**src/rtl/tbre_pkg.sv**
```systemverilog
// Shared definitions for the TBRE programming front-end: register map,
// STATUS bit positions, the mmreg_corein word layout and controller states.
package tbre_pkg;

    localparam logic [3:0] REG_START  = 4'h0;
    localparam logic [3:0] REG_END    = 4'h4;
    localparam logic [3:0] REG_CTRL   = 4'h8;
    localparam logic [3:0] REG_STATUS = 4'hC;

    localparam int ST_BUSY    = 0;
    localparam int ST_DONE    = 1;
    localparam int ST_ERR     = 2;
    localparam int ST_TIMEOUT = 3;

    typedef struct packed {
        logic [62:0] pad;
        logic        go;
        logic [31:0] end_addr;
        logic [31:0] start_addr;
    } tbre_mmreg_in_t;

    typedef enum logic [1:0] {IDLE, KICK, ACK, BUSY} tbre_ctrl_state_e;

endpackage

```
**src/rtl/tbre_range_chk.sv**
```systemverilog
// Combinational legality check of a requested walk range (inclusive end)
// against the permitted address window.
module tbre_range_chk
    import tbre_pkg::*;
#(
    parameter logic [31:0] AddrMin = 32'h8000_0000,
    parameter logic [31:0] AddrMax = 32'h8003_fff8
) (
    input  logic [31:0] start_addr,
    input  logic [31:0] end_addr,
    output logic        legal
);

    assign legal = (start_addr >= AddrMin) && (end_addr <= AddrMax) &&
                   (end_addr >= start_addr);

endmodule

```
**src/rtl/tbre_mmreg_ctrl.sv**
```systemverilog
// Register-bus front-end that programs and sequences the TBRE engine.
// Optional BUSY watchdog enabled by defining TBRE_CTRL_TIMEOUT_EN.
module tbre_mmreg_ctrl
    import tbre_pkg::*;
#(
    parameter int          GoPulseCycles = 2,
    parameter int          AckWaitCycles = 16,
    parameter logic [31:0] AddrMin       = 32'h8000_0000,
    parameter logic [31:0] AddrMax       = 32'h8003_fff8
) (
    input  logic         clk_i,
    input  logic         rst_i,
    input  logic         reg_req_i,
    input  logic         reg_we_i,
    input  logic [3:0]   reg_addr_i,
    input  logic [31:0]  reg_wdata_i,
    output logic [31:0]  reg_rdata_o,
    output logic         reg_rvalid_o,
    output logic [127:0] mmreg_corein_o,
    input  logic [63:0]  mmreg_coreout_i,
    output logic         irq_o
);

    localparam logic [2:0]  GoLoad  = 3'(GoPulseCycles - 1);
    localparam logic [15:0] AckLoad = 16'(AckWaitCycles - 1);

    logic [31:0]      start_q, end_q;
    logic             irq_en_q, go_q, done_q, err_q, timeout_q;
    tbre_ctrl_state_e state_q;
    logic [2:0]       kick_cnt_q;
    logic [15:0]      ack_cnt_q;
    logic             legal, status_bit, wr;
    logic             wr_start, wr_end, wr_ctrl, wr_status, kick_req, kick_ok;
    logic             bus_err, ack_expire, busy_done, wd_expire;
    logic [31:0]      rd_mux;
    logic             unused_coreout;
`ifdef TBRE_CTRL_TIMEOUT_EN
    logic [15:0]      wd_load_q, wd_cnt_q;
`endif

    assign status_bit     = mmreg_coreout_i[0];
    assign unused_coreout = &{1'b0, mmreg_coreout_i[63:1]};

    tbre_range_chk #(.AddrMin(AddrMin), .AddrMax(AddrMax)) u_range_chk (
        .start_addr(start_q),
        .end_addr  (end_q),
        .legal     (legal)
    );

    always_comb begin
        wr         = reg_req_i && reg_we_i;
        wr_start   = wr && (reg_addr_i == REG_START);
        wr_end     = wr && (reg_addr_i == REG_END);
        wr_ctrl    = wr && (reg_addr_i == REG_CTRL);
        wr_status  = wr && (reg_addr_i == REG_STATUS);
        kick_req   = wr_ctrl && reg_wdata_i[0];
        kick_ok    = kick_req && (state_q == IDLE) && legal;
        bus_err    = ((wr_start || wr_end) && (state_q != IDLE)) || (kick_req && !kick_ok);
        ack_expire = (state_q == ACK) && !status_bit && (ack_cnt_q == 16'd0);
        busy_done  = (state_q == BUSY) && !status_bit;
        wd_expire  = 1'b0;
`ifdef TBRE_CTRL_TIMEOUT_EN
        wd_expire  = (state_q == BUSY) && status_bit && (wd_cnt_q == 16'd1);
`endif
    end

    always_comb begin
        rd_mux = '0;
        case (reg_addr_i)
            REG_START:  rd_mux = start_q;
            REG_END:    rd_mux = end_q;
            REG_CTRL: begin
                rd_mux[1] = irq_en_q;
`ifdef TBRE_CTRL_TIMEOUT_EN
                rd_mux[31:16] = wd_load_q;
`endif
            end
            REG_STATUS: rd_mux[3:0] = {timeout_q, err_q, done_q, state_q != IDLE};
            default:    rd_mux = '0;
        endcase
    end

    // Register file and sticky status; hardware set wins over a same-cycle W1C
    always_ff @(posedge clk_i) begin
        if (rst_i) begin
            reg_rvalid_o <= 1'b0;
            reg_rdata_o  <= '0;
            start_q      <= '0;
            end_q        <= '0;
            irq_en_q     <= 1'b0;
            done_q       <= 1'b0;
            err_q        <= 1'b0;
            timeout_q    <= 1'b0;
`ifdef TBRE_CTRL_TIMEOUT_EN
            wd_load_q    <= '0;
`endif
        end else begin
            reg_rvalid_o <= reg_req_i;
            reg_rdata_o  <= (reg_req_i && !reg_we_i) ? rd_mux : '0;
            if (wr_start && (state_q == IDLE)) start_q <= {reg_wdata_i[31:3], 3'b000};
            if (wr_end && (state_q == IDLE))   end_q   <= {reg_wdata_i[31:3], 3'b000};
            if (wr_ctrl) begin
                irq_en_q <= reg_wdata_i[1];
`ifdef TBRE_CTRL_TIMEOUT_EN
                wd_load_q <= reg_wdata_i[31:16];
`endif
            end
            done_q <= kick_ok ? 1'b0 :
                      (done_q & ~(wr_status & reg_wdata_i[ST_DONE])) | busy_done;
            err_q <= (err_q & ~(wr_status & reg_wdata_i[ST_ERR])) |
                     bus_err | ack_expire | wd_expire;
            timeout_q <= (timeout_q & ~(wr_status & reg_wdata_i[ST_TIMEOUT])) | wd_expire;
        end
    end

    always_ff @(posedge clk_i) begin
        if (rst_i) begin
            state_q    <= IDLE;
            go_q       <= 1'b0;
            kick_cnt_q <= '0;
            ack_cnt_q  <= '0;
`ifdef TBRE_CTRL_TIMEOUT_EN
            wd_cnt_q   <= '0;
`endif
        end else begin
            case (state_q)
                IDLE: if (kick_ok) begin
                    state_q    <= KICK;
                    go_q       <= 1'b1;
                    kick_cnt_q <= GoLoad;
                end
                KICK: if (kick_cnt_q == 3'd0) begin
                    state_q   <= ACK;
                    go_q      <= 1'b0;
                    ack_cnt_q <= AckLoad;
                end else begin
                    kick_cnt_q <= kick_cnt_q - 3'd1;
                end
                ACK: if (status_bit) begin
                    state_q <= BUSY;
`ifdef TBRE_CTRL_TIMEOUT_EN
                    wd_cnt_q <= wd_load_q;
`endif
                end else if (ack_cnt_q == 16'd0) begin
                    state_q <= IDLE;
                end else begin
                    ack_cnt_q <= ack_cnt_q - 16'd1;
                end
                BUSY: if (!status_bit || wd_expire) begin
                    state_q <= IDLE;
`ifdef TBRE_CTRL_TIMEOUT_EN
                end else if (wd_cnt_q != 16'd0) begin
                    wd_cnt_q <= wd_cnt_q - 16'd1;
`endif
                end
                default: state_q <= IDLE;
            endcase
        end
    end

    assign mmreg_corein_o = tbre_mmreg_in_t'{pad: '0, go: go_q, end_addr: end_q,
                                             start_addr: start_q};
    assign irq_o = irq_en_q & (done_q | err_q);

endmodule

```
**config.mk**
```make
export PLATFORM = sky130hd
export DESIGN_NAME = tbre_mmreg_ctrl
export DESIGN_NICKNAME = d
export VERILOG_FILES = /design/src/rtl/tbre_pkg.sv /design/src/rtl/tbre_range_chk.sv /design/src/rtl/tbre_mmreg_ctrl.sv
export SDC_FILE = /design/constraint.sdc
export NUM_CORES = 1
export LEC_CHECK = 0
export ABC_AREA = 0
export BUFFER_PORTS_ARGS = -buffer_cell sky130_fd_sc_hd__buf_4
export CAP_MARGIN = 15
export CORE_MARGIN = 10
export CORE_UTILIZATION = 35
export DETAILED_ROUTE_END_ITERATION = 7
export HOLD_SLACK_MARGIN = 0.15
export PLACE_DENSITY = 0.64
export SETUP_SLACK_MARGIN = 0.2
export SYNTH_ARGS = -nofsm -noshare
export SYNTH_HDL_FRONTEND = slang
export SYNTH_HIERARCHICAL = 1
export SYNTH_SLANG_ARGS = --single-unit
```
**constraint.sdc**
```tcl
create_clock -name clk_i -period 3.25 [get_ports clk_i]
set_input_delay 0.325 -clock clk_i [delete_from_list [all_inputs] [get_ports clk_i]]
set_output_delay 0.325 -clock clk_i [all_outputs]
set_load 0.03 [all_outputs]
```
==> impl_metrics.env <==
export IMPL_finalSetupTns_ns=0
export IMPL_r2r_start="start_q[29]$_SDFFE_PP0P_"
export IMPL_synth_largest_area_cell="dfxtp_1"
export IMPL_drt_initial_drc_count=204
export IMPL_cp_start_kind="flop"
export IMPL_yosys_warnings=6
export IMPL_reg2reg_slack_ns=0.40
export IMPL_vias_per_cell=4.76
export IMPL_p_sw_frac=0.241
export IMPL_cts_buffers=17
export IMPL_critical_path_class="reg2reg"
export IMPL_rsz0062_at_grt="false"
export IMPL_core_um2=17200
export IMPL_slew_viol_final=0
export IMPL_slowest_delay_ns=0.47
export IMPL_wire_per_inst_um=16.0
export IMPL_synthTopCellsByCount="nand2_1 (138), dfxtp_1 (117), a21oi_1 (77)"
export IMPL_synth_distinct_cells=61
export IMPL_setup_viol=0
export IMPL_cp_max_fo=4
export IMPL_ys_ff_latch=117
export IMPL_ios=266
export IMPL_finClkSkew_ns=0.0159
export IMPL_relSlewSlack=0.387
export IMPL_gr_total_overflow=0
export IMPL_start_util=0.355
export IMPL_fin_crit_sh=0.877
export IMPL_clock_sinks=117
export IMPL_drc_errors=0
export IMPL_die_w_um=152
export IMPL_vias=5385
export IMPL_whs_endpoint="start_q[14]$_SDFFE_PP0P_"
export IMPL_io_buffers=133
export IMPL_clockPowerShare=0.517
export IMPL_fmax_ghz=0.351
export IMPL_synth_top_area_frac=0.382
export IMPL_ctsLongestPathBuffers=2
export IMPL_p_int_mw=2.77
export IMPL_finalHoldViolCount=0
export IMPL_dpl_instance_area_um2=7180
export IMPL_cp_required_ns=3.51
export IMPL_synthCells=735
export IMPL_clkSlewWorstSetupHoldPaths_ns=0.06
export IMPL_grt_pass1_wl_um=28900
export IMPL_synth_main_ff_cell="dfxtp_1"
export IMPL_leakagePower_nw=3.35
export IMPL_ant_nets=0
export IMPL_clk_latency_ns=0.42
export IMPL_critical_path_top_delay_family="simple AND/OR/NAND/NOR gates"
export IMPL_yosysMostFrequentCell="nand2_1"
export IMPL_antenna_found_initial=0
export IMPL_place_hpwl_um=12700
export IMPL_avgSynthCellArea_um2=8.33
export IMPL_n_antenna_cell=0
export IMPL_ir_drop_v=0.000347
export IMPL_gp_congestion=0.791
export IMPL_chipHeight_um=152
export IMPL_worstPathArrival_ns=3.11
export IMPL_drive_gt1_frac=0.228
export IMPL_rows=48
export IMPL_synth_area_leaders="dfxtp_1 (38%), buf_4 (8.6%), nand2_1 (8.5%)"
export IMPL_synth_edf_count=0
export IMPL_yosysSeqAreaShare=0.382
export IMPL_holdPathStages=3
export IMPL_powerDensity_nw_per_um2=460
export IMPL_status="complete, no violations"
export IMPL_grt_pass1_vias=5378
export IMPL_hold_class="in2reg"
export IMPL_nNetsFinal=1035
export IMPL_path_buf_inv=2
export IMPL_maxCapViolations=0
export IMPL_grt_max_degree=84
export IMPL_wirelength_um=18100
export IMPL_postLayoutCellArea_um2=7930
export IMPL_syn_area_um2=6120
export IMPL_r2r_cells=10
export IMPL_comb_power_share=0.086
export IMPL_switchingPower_mw=0.881
export IMPL_drtPass1Iterations=4
export IMPL_hold_start="reg_wdata_i[14]"
export IMPL_synthArstFlopShare=0
export IMPL_seq_power_share=0.397
export IMPL_rr_endpoint="err_q$_SDFF_PP0_"
export IMPL_die_area_um2=23200
export IMPL_synthToLayoutAreaGrowth_pct=29.5
export IMPL_finalCriticalPeriod_ns=2.85
export IMPL_tritoncts="built"
export IMPL_cts_root_buf="clkbuf_16"
export IMPL_track_usage=0.151
export IMPL_tightest_slew_ns=0.919
export IMPL_worstSetupEndpointType="flop"
export IMPL_crit_slowest_cell="or3b_2"
export IMPL_path_cells="inv_1 -> ha_1 -> nand4_1 -> nor4_2 -> o31ai_1 -> a31oi_1 -> buf_4 -> or3b_2 -> a221oi_1 -> a21oi_1"
export IMPL_ctsHtreeMaxLevel=4
-- power by group through the flow --
stage	clock network, mW	logic, mW	registers, mW
detailed placement	0	0.291	1.48
global placement	0	0.289	1.48
CTS	1.93	0.310	1.45
floorplan	0	0.262	1.49
global route	2.00	0.339	1.45
finish	1.89	0.315	1.45
-- cells in the final DEF (no fill, tap or decap), types with 3 or more instances in the layout --
cell,n
bufinv_16,3
a211oi_1,7
inv_1,39
a221oi_1,3
nor4_2,3
a21oi_1,77
nor2_1,46
a41oi_1,3
nor4_1,6
o31ai_1,4
ha_1,36
dfxtp_1,115
or4_1,6
nor4b_1,4
nand4_1,15
conb_1,78
dlygate4sd3_1,13
clkbuf_16,17
nand3_1,7
mux2i_1,39
buf_4,154
nor3_1,11
o21a_1,3
nor2b_1,8
clkinv_2,5
or3_1,9
nand2b_1,5
nand2_1,138
o21ai_0,7
-- worst max path at each step --
stage,startpoint,endpoint,slack [ns],cells past startpoint
after global placement,start_q[27]$_SDFFE_PP0P_,kick_cnt_q[1]$_SDFFE_PP0P_,0.20,12
after detailed placement,start_q[27]$_SDFFE_PP0P_,kick_cnt_q[1]$_SDFFE_PP0P_,0.18,12
after CTS,start_q[14]$_SDFFE_PP0P_,kick_cnt_q[1]$_SDFFE_PP0P_,0.22,13
final,start_q[29]$_SDFFE_PP0P_,err_q$_SDFF_PP0_,0.40,10
after global routing,start_q[13]$_SDFFE_PP0P_,err_q$_SDFF_PP0_,0.21,11
after floorplan,start_q[15]$_SDFFE_PP0P_,kick_cnt_q[1]$_SDFFE_PP0P_,0.44,11
-- worst register-to-register path, stage by stage (launching register included) --
cell and delay, ns:
dfxtp_1 0.39, inv_1 0.06, ha_1 0.30, nand4_1 0.15, nor4_2 0.38, o31ai_1 0.16
a31oi_1 0.19, buf_4 0.15, or3b_2 0.47, a221oi_1 0.33, a21oi_1 0.10
-- final cells by class --
cell class	count	area, µm²
tap	225	282
fill	1738	9310
clock buffer	21	460
timing repair buffer	167	1290
multi-input combinational	553	3280
inverter	39	146
sequential	117	2340
clock inverter	10	130
-- kinds of logic (layout without fill, tap and decap cells) --
group	Yosys count	in the layout	synth area share
multiplexers	39	39	0.0637
AND/OR/NAND/NOR	278	278	0.223
buffers and inverters	142	237	0.134
other	1	78	0.000612
adder cells (fa/ha/maj)	36	36	0.0735
AO/OA/AOI/OAI	121	121	0.121
XOR/XNOR	1	1	0.00143
flip-flops	117	117	0.382
-- sequential cells by signal, indices dropped and copies added, names as in the netlist --
| register | flops |
|---|---|
| reg_rdata_o | 32 |
| end_q | 29 |
| start_q | 29 |
| ack_cnt_q | 16 |
| kick_cnt_q | 3 |
| state_q | 2 |
| done_q | 1 |
| err_q | 1 |
| go_q | 1 |
| irq_en_q | 1 |
| reg_rvalid_o | 1 |
| timeout_q | 1 |
-- routing by layer --
metal	up-vias	part of all wire	GRT usage
li1	2701	-	-
met1	2541	0.46	0.185
met5	-	0	0
met3	14	0.056	0.0545
met2	129	0.47	0.244
met4	0	0.0083	0.0403
-- stage by stage --
stage / hold slack (ns) / worst slack [ns] / total power, mW / utilization / std cells
finish: 0.160 / 0.400 / 3.65 / 0.460 / 1132
detailed placement: 0.442 / 0.177 / 1.77 / 0.417 / 1087
global placement: 0.439 / 0.199 / 1.77 / 0.417 / 1087
floorplan: 0.404 / 0.442 / 1.75 / - / 812
CTS: 0.150 / 0.216 / 3.69 / 0.459 / 1131
global route: 0.156 / 0.212 / 3.79 / 0.460 / 1132
-- what timing repair did --
action                                 4_1_cts  5_1_grt
setup buffers                                0        1
pin swaps                                    0        3
setup endpoints to repair                    3        5
hold buffers                                13        0
gates resized for setup                      2        3
endpoints found under the hold margin       15        0
(Power assumes the default switching activity.)
